==> config.mk <==
export PLATFORM = sky130hd
export DESIGN_NAME = sync_debounce
export DESIGN_NICKNAME = d
export VERILOG_FILES = /design/src/rtl/sync_debounce.sv
export SDC_FILE = /design/constraint.sdc
export NUM_CORES = 1
export LEC_CHECK = 0
export CAP_MARGIN = 20
export CORE_AREA = 5 5 42 44
export CTS_CLUSTER_DIAMETER = 50
export DETAILED_ROUTE_END_ITERATION = 8
export DIE_AREA = 0 0 47 49
export SYNTH_ARGS = -nofsm -noshare
export SYNTH_HDL_FRONTEND = slang
export SYNTH_HIERARCHICAL = 1
export SYNTH_SLANG_ARGS = --single-unit
export TNS_END_PERCENT = 50
==> constraint.sdc <==
create_clock -name i_clk -period 1 [get_ports i_clk]
set_input_delay 0.2 -clock i_clk [delete_from_list [all_inputs] [get_ports i_clk]]
set_output_delay 0.2 -clock i_clk [all_outputs]
set_load 0.02 [all_outputs]
==> src/rtl/sync_debounce.sv <==
// -----------------------------------------------------------------------------
// sync_debounce
//
// Brings WIDTH asynchronous external signals (buttons, switches, slow pins)
// into the i_clk domain and turns each one into a clean level with one-cycle
// edge pulses.
//
// Each channel has three parts:
//   1. A plain STAGES-deep flip-flop synchronizer with no logic between
//      stages. i_ext enters at the MSB and the synchronized bit leaves at
//      the LSB.
//   2. A stability counter. A synchronized value that differs from o_level
//      must hold for DEBOUNCE consecutive edges before o_level takes it.
//      DEBOUNCE = 0 removes the counter. o_level then follows the
//      synchronizer output one edge later.
//   3. Registered rise/fall pulses, asserted in the same cycle o_level
//      changes. o_event is their registered OR over all channels.
//
// Parameters:
//   WIDTH    - number of independent channels
//   STAGES   - synchronizer depth per channel (must be >= 2)
//   DEBOUNCE - consecutive edges a changed value must hold (0 = no filter)
//   INIT     - reset value of the synchronizer stages and of o_level
//
// Ports:
//   i_clk   - domain clock
//   i_rst   - asynchronous, active-high reset (release must be synchronous)
//   i_ext   - external, unsynchronized inputs
//   o_level - debounced, synchronized level
//   o_rise  - one-cycle pulse when o_level goes 0->1
//   o_fall  - one-cycle pulse when o_level goes 1->0
//   o_event - high in the same cycle as any rise/fall pulse
// -----------------------------------------------------------------------------

// Invariant checker for the registered outputs. It has no outputs and
// contributes no logic.
module sync_debounce_chk #(
    parameter int WIDTH = 1
) (
    input logic             i_clk,
    input logic             i_rst,
    input logic [WIDTH-1:0] i_level,
    input logic [WIDTH-1:0] i_rise,
    input logic [WIDTH-1:0] i_fall,
    input logic             i_event
);

    // A channel can never rise and fall in the same cycle.
    a_no_double_pulse : assert property (@(posedge i_clk) disable iff (i_rst)
        ((i_rise & i_fall) == {WIDTH{1'b0}}));

    // o_event is exactly the OR of all pulses.
    a_event_matches : assert property (@(posedge i_clk) disable iff (i_rst)
        (i_event == (|(i_rise | i_fall))));

    // A rise pulse leaves its channel high, and a fall pulse leaves it low.
    a_rise_level : assert property (@(posedge i_clk) disable iff (i_rst)
        ((i_rise & ~i_level) == {WIDTH{1'b0}}));
    a_fall_level : assert property (@(posedge i_clk) disable iff (i_rst)
        ((i_fall & i_level) == {WIDTH{1'b0}}));

endmodule

module sync_debounce #(
    parameter int               WIDTH    = 1,
    parameter int               STAGES   = 3,
    parameter int               DEBOUNCE = 4,
    parameter logic [WIDTH-1:0] INIT     = {WIDTH{1'b0}}
) (
    input  logic             i_clk,
    input  logic             i_rst,
    input  logic [WIDTH-1:0] i_ext,
    output logic [WIDTH-1:0] o_level,
    output logic [WIDTH-1:0] o_rise,
    output logic [WIDTH-1:0] o_fall,
    output logic             o_event
);

    // Counter width. The counter only ever holds 0 .. DEBOUNCE-1.
    localparam int CW = (DEBOUNCE < 1) ? 1 : $clog2(DEBOUNCE + 1);

    // Synchronizer chains, one STAGES-bit shift register per channel.
    logic [STAGES-1:0] sync_q [WIDTH];
    logic [STAGES-1:0] sync_d [WIDTH];

    // Debounced level and registered pulses.
    logic [WIDTH-1:0] level_q;
    logic [WIDTH-1:0] level_d;
    logic [WIDTH-1:0] rise_q;
    logic [WIDTH-1:0] rise_d;
    logic [WIDTH-1:0] fall_q;
    logic [WIDTH-1:0] fall_d;
    logic             event_q;
    logic             event_d;

    // Synchronized value per channel, and where it disagrees with o_level.
    logic [WIDTH-1:0] sync_s;
    logic [WIDTH-1:0] diff_s;

    // Channels whose pending value is accepted on this edge.
    logic [WIDTH-1:0] accept_s;

    // Synchronizer shift. The new sample enters at the MSB and the
    // synchronized bit is taken from the LSB.
    always_comb begin
        for (int n = 0; n < WIDTH; n++) begin
            sync_d[n] = {i_ext[n], sync_q[n][STAGES-1:1]};
            sync_s[n] = sync_q[n][0];
        end
        diff_s = sync_s ^ level_q;
    end

    // Synchronizer registers. Reset preloads INIT so that an input idling
    // high does not produce a spurious edge after reset.
    always_ff @(posedge i_clk or posedge i_rst) begin
        if (i_rst) begin
            for (int n = 0; n < WIDTH; n++) begin
                sync_q[n] <= {STAGES{INIT[n]}};
            end
        end else begin
            sync_q <= sync_d;
        end
    end

    generate
        if (DEBOUNCE > 0) begin : g_filter
            localparam logic [CW-1:0] CNT_LAST = CW'(DEBOUNCE - 1);
            localparam logic [CW-1:0] CNT_ONE  = CW'(1);

            logic [CW-1:0] cnt_q [WIDTH];
            logic [CW-1:0] cnt_d [WIDTH];

            // Stability counter. Any edge where the synchronized value
            // agrees with o_level drops a pending change. The edge that
            // reaches the full count accepts the new value and restarts
            // the count from zero.
            always_comb begin
                for (int n = 0; n < WIDTH; n++) begin
                    cnt_d[n]    = {CW{1'b0}};
                    accept_s[n] = 1'b0;
                    if (diff_s[n]) begin
                        if (cnt_q[n] == CNT_LAST) begin
                            accept_s[n] = 1'b1;
                            cnt_d[n]    = {CW{1'b0}};
                        end else begin
                            cnt_d[n]    = cnt_q[n] + CNT_ONE;
                        end
                    end else begin
                        cnt_d[n] = {CW{1'b0}};
                    end
                end
            end

            // Counter registers. Reset discards any partial count.
            always_ff @(posedge i_clk or posedge i_rst) begin
                if (i_rst) begin
                    for (int n = 0; n < WIDTH; n++) begin
                        cnt_q[n] <= {CW{1'b0}};
                    end
                end else begin
                    cnt_q <= cnt_d;
                end
            end
        end else begin : g_bypass
            // With no filtering, every mismatch is accepted on the next edge.
            assign accept_s = diff_s;
        end
    endgenerate

    // Next level and pulses. Accepted channels take the synchronized value.
    // Their pulse direction is simply that new value.
    always_comb begin
        level_d = (level_q & ~accept_s) | (sync_s & accept_s);
        rise_d  = accept_s & sync_s;
        fall_d  = accept_s & ~sync_s;
        event_d = |(rise_d | fall_d);
    end

    // Output registers. Pulses last one cycle because accept_s cannot
    // repeat for a channel on consecutive edges when DEBOUNCE > 1. It can
    // repeat with the opposite polarity when DEBOUNCE <= 1.
    always_ff @(posedge i_clk or posedge i_rst) begin
        if (i_rst) begin
            level_q <= INIT;
            rise_q  <= {WIDTH{1'b0}};
            fall_q  <= {WIDTH{1'b0}};
            event_q <= 1'b0;
        end else begin
            level_q <= level_d;
            rise_q  <= rise_d;
            fall_q  <= fall_d;
            event_q <= event_d;
        end
    end

    assign o_level = level_q;
    assign o_rise  = rise_q;
    assign o_fall  = fall_q;
    assign o_event = event_q;

    sync_debounce_chk #(
        .WIDTH (WIDTH)
    ) u_chk (
        .i_clk   (i_clk),
        .i_rst   (i_rst),
        .i_level (level_q),
        .i_rise  (rise_q),
        .i_fall  (fall_q),
        .i_event (event_q)
    );

endmodule

==> key figures <==
Placement
  • IO buf count: 6
  • HPWL after DPL: 417 um
  • RePlAce Congestion: 0.783

STA
  • Slew headroom: 0.762
  • Max Freq: 0.938 GHz
  • Final Hold Fails: 0
  • Max-slew violations: 0
  • Worst Tran Pin Value: 0.357 ns
  • RSZ-0062 raised after global routing: true
  • Final Setup Violations: 2
  • Setup ws final: -0.0667 ns
  • Fin crit share: 1.07
  • Fin Clk Skew: 0.00102 ns
  • Hold Slack: 0.197 ns
  • Tmin final: 1.07 ns

Detailed routing
  • Routed wire length: 530 um
  • Initial DRT Pass Iterations: 1
  • Post-DRT Antenna Nets: 0
  • Routed length per placed instance: 10.4 um
  • Routed vias: 200
  • Via density: 3.92
  • First-iteration detailed-routing DRC count: 0
  • DRC: 0

Worst setup path
  • Worst setup SP type: flop
  • Data required, critical path: 1.15 ns
  • CP arrival: 1.22 ns
  • Critical path fanouts, max: 3
  • Critical Path Sink Type: flop
  • Setup CP Type: reg -> reg

Pwr
  • Reg power frac: 0.394
  • Power Internal: 0.000940 W
  • Power Total: 0.00131 W
  • Pwr dens: 2520 nW/um2
  • Switching power total: 0.000370 W
  • Pleak: 0.249 nW
  • Part of the power in combinational logic: 0.332
  • Switching power as a share of total power: 0.283
  • Clock network power share: 0.273
  • Maximum vdd drop: 0.000901 V

CTS
  • Worst skew pair latency: 0.26 ns
  • CTS tree: built
  • Post-CTS Hold Buffers: 0
  • Cts bufs inserted: 3
  • Worst-path clk slew: 0.06 ns
  • Sink Count: 10
  • Clock root cell: clkbuf_4
  • H-Tree Depth: 1
  • Maximum buffer depth of the clock tree: 2

Global route
  • Vias in the first global route: 252
  • GRT Residual Overflow: 0
  • Largest net degree at the start of global routing: 11
  • GRT Util Overall: 0.0605
  • First-pass GRT wire length: 972 um
  • Initial antenna violation count: 0

Final layout
  • Share of cells above drive strength 1: 0.543
  • Area Growth Syn to Fin: 51.5%
  • Final #Nets: 40
  • Diodes inserted: 0

Flow run
  • Max-cap viol count: 0

Synth
  • Area of the mapped netlist: 343 um2
  • Post-Syn Instances: 21
  • Register area share after synthesis: 0.730
  • Syn_nets: 25
  • Synth warnings: 6
  • Syn avg cell area: 16.3 um2
  • Netlist cell types: 9
  • Register bit total from synthesis: 10

Worst hold path
  • Worst hold path type: in -> async

Floorplan
  • Die Area: 2300 um2
  • Core Area: 1400 um2
  • Initial core utilization: 0.245
  • Row cnt: 14
  • Die height: 49 um
  • # IOs: 7
  • Die Wd: 47 um

Status
  • Status: finished, violations left
  • Failing checks: setup timing
-- cell families (layout without fill, tap and decap cells) --
logic type                 after synthesis  count (layout)  share of synthesized area
adders and majority gates                1               1                     0.0365
and+or+nand+nor                          7               7                      0.164
buffers and inverters                    1              15                     0.0109
xor gates and xnor gates                 1               1                     0.0256
muxes                                    1               1                     0.0328
DFF                                     10              10                      0.730
-- power groups by stage --
stage                     sequential (W)  clock (W)  combinational [W]
final                           0.000516   0.000358           0.000435
after global routing            0.000525   0.000390           0.000482
after CTS                       0.000521   0.000368           0.000399
after detailed placement        0.000515          0           0.000370
after global placement          0.000509          0           0.000364
after floorplan                 0.000566          0           0.000163
-- cell usage after synthesis --
master | number | area share
nor2_1 | 1 | 0.011
mux2_2 | 1 | 0.033
dfrtp_1 | 10 | 0.73
nand2b_4 | 1 | 0.040
and3b_1 | 1 | 0.026
ha_1 | 1 | 0.036
xnor2_1 | 1 | 0.026
nor3b_1 | 4 | 0.088
inv_1 | 1 | 0.011
-- registers in the layout, summed over array words and instances, names as in the netlist, named ones only --
| signal | cells |
|---|---|
| o_rise | 1 |
| o_fall | 1 |
| g_filter.cnt_q | 3 |
| o_event | 1 |
| sync_q | 3 |
-- per-layer routing --
metal | global-route usage | vias up | part of all wire
met1 | 0.0501 | 95 | 0.35
met4 | 0.0553 | 0 | 0.042
met2 | 0.109 | 5 | 0.56
met3 | 0.0111 | 2 | 0.049
met5 | 0 | - | 0
li1 | - | 98 | -
-- cells in the final DEF (no fill, tap or decap), drive strengths merged --
| master | n |
|---|---|
| dfrtp | 10 |
| clkbuf | 4 |
| mux2 | 1 |
| nor2 | 1 |
| nand2b | 1 |
| buf | 8 |
| and3b | 1 |
| nor3b | 4 |
| ha | 1 |
| clkdlybuf4s50 | 2 |
| inv | 1 |
| xnor2 | 1 |
-- worst max-delay path, stage by stage (launching register included) --
cell and delay [ns]:
dfrtp_1 0.41, ha_4 0.18, nand2b_4 0.08, mux2_4 0.29
-- final cells by class --
type	count	area, um2
timing repair buffer	10	70.1
tap	16	20.0
inverter	1	3.75
fill	138	882
clock buffer	4	36.3
sequential	10	250
multi-input combinational	10	139
-- path summary, 6_finish.rpt --
kind / from / endpoint / slack (ns) / cells after the start
hold reg to reg: sync_q[1] / sync_q[0] / 0.35 / 0
max in group asynchronous: i_rst / g_filter.cnt_q[0] / 0.55 / 2
setup reg to reg: g_filter.cnt_q[0] / flop / -0.07 / 3
setup / recovery: g_filter.cnt_q[0] / flop / -0.07 / 3
min in group i_clk: sync_q[1] / sync_q[0] / 0.35 / 0
hold / removal: i_rst / sync_q[2] / 0.20 / 2
-- metrics by stage --
step / instance area (um2) / setup WS [ns] / util / instances / TNS [ns]
6_report: 519 / -0.0667 / 0.371 / 51 / -0.0874
5_1_grt: 519 / -0.0858 / 0.371 / 51 / -0.268
4_1_cts: 507 / -0.0795 / 0.362 / 50 / -0.153
3_5_place_dp: 459 / -0.126 / 0.328 / 46 / -0.681
2_1_floorplan: 357 / -0.0435 / - / 21 / -0.0435
3_3_place_gp: 459 / -0.123 / 0.328 / 46 / -0.505
-- what timing repair did --
| item | CTS | global route |
|---|---|---|
| setup endpoints to repair | 9 | 9 |
| setup buffers | 0 | 1 |
| pin swaps | 0 | 1 |
| resized for setup | 20 | 1 |
Power figures use the tool's default switching activity.
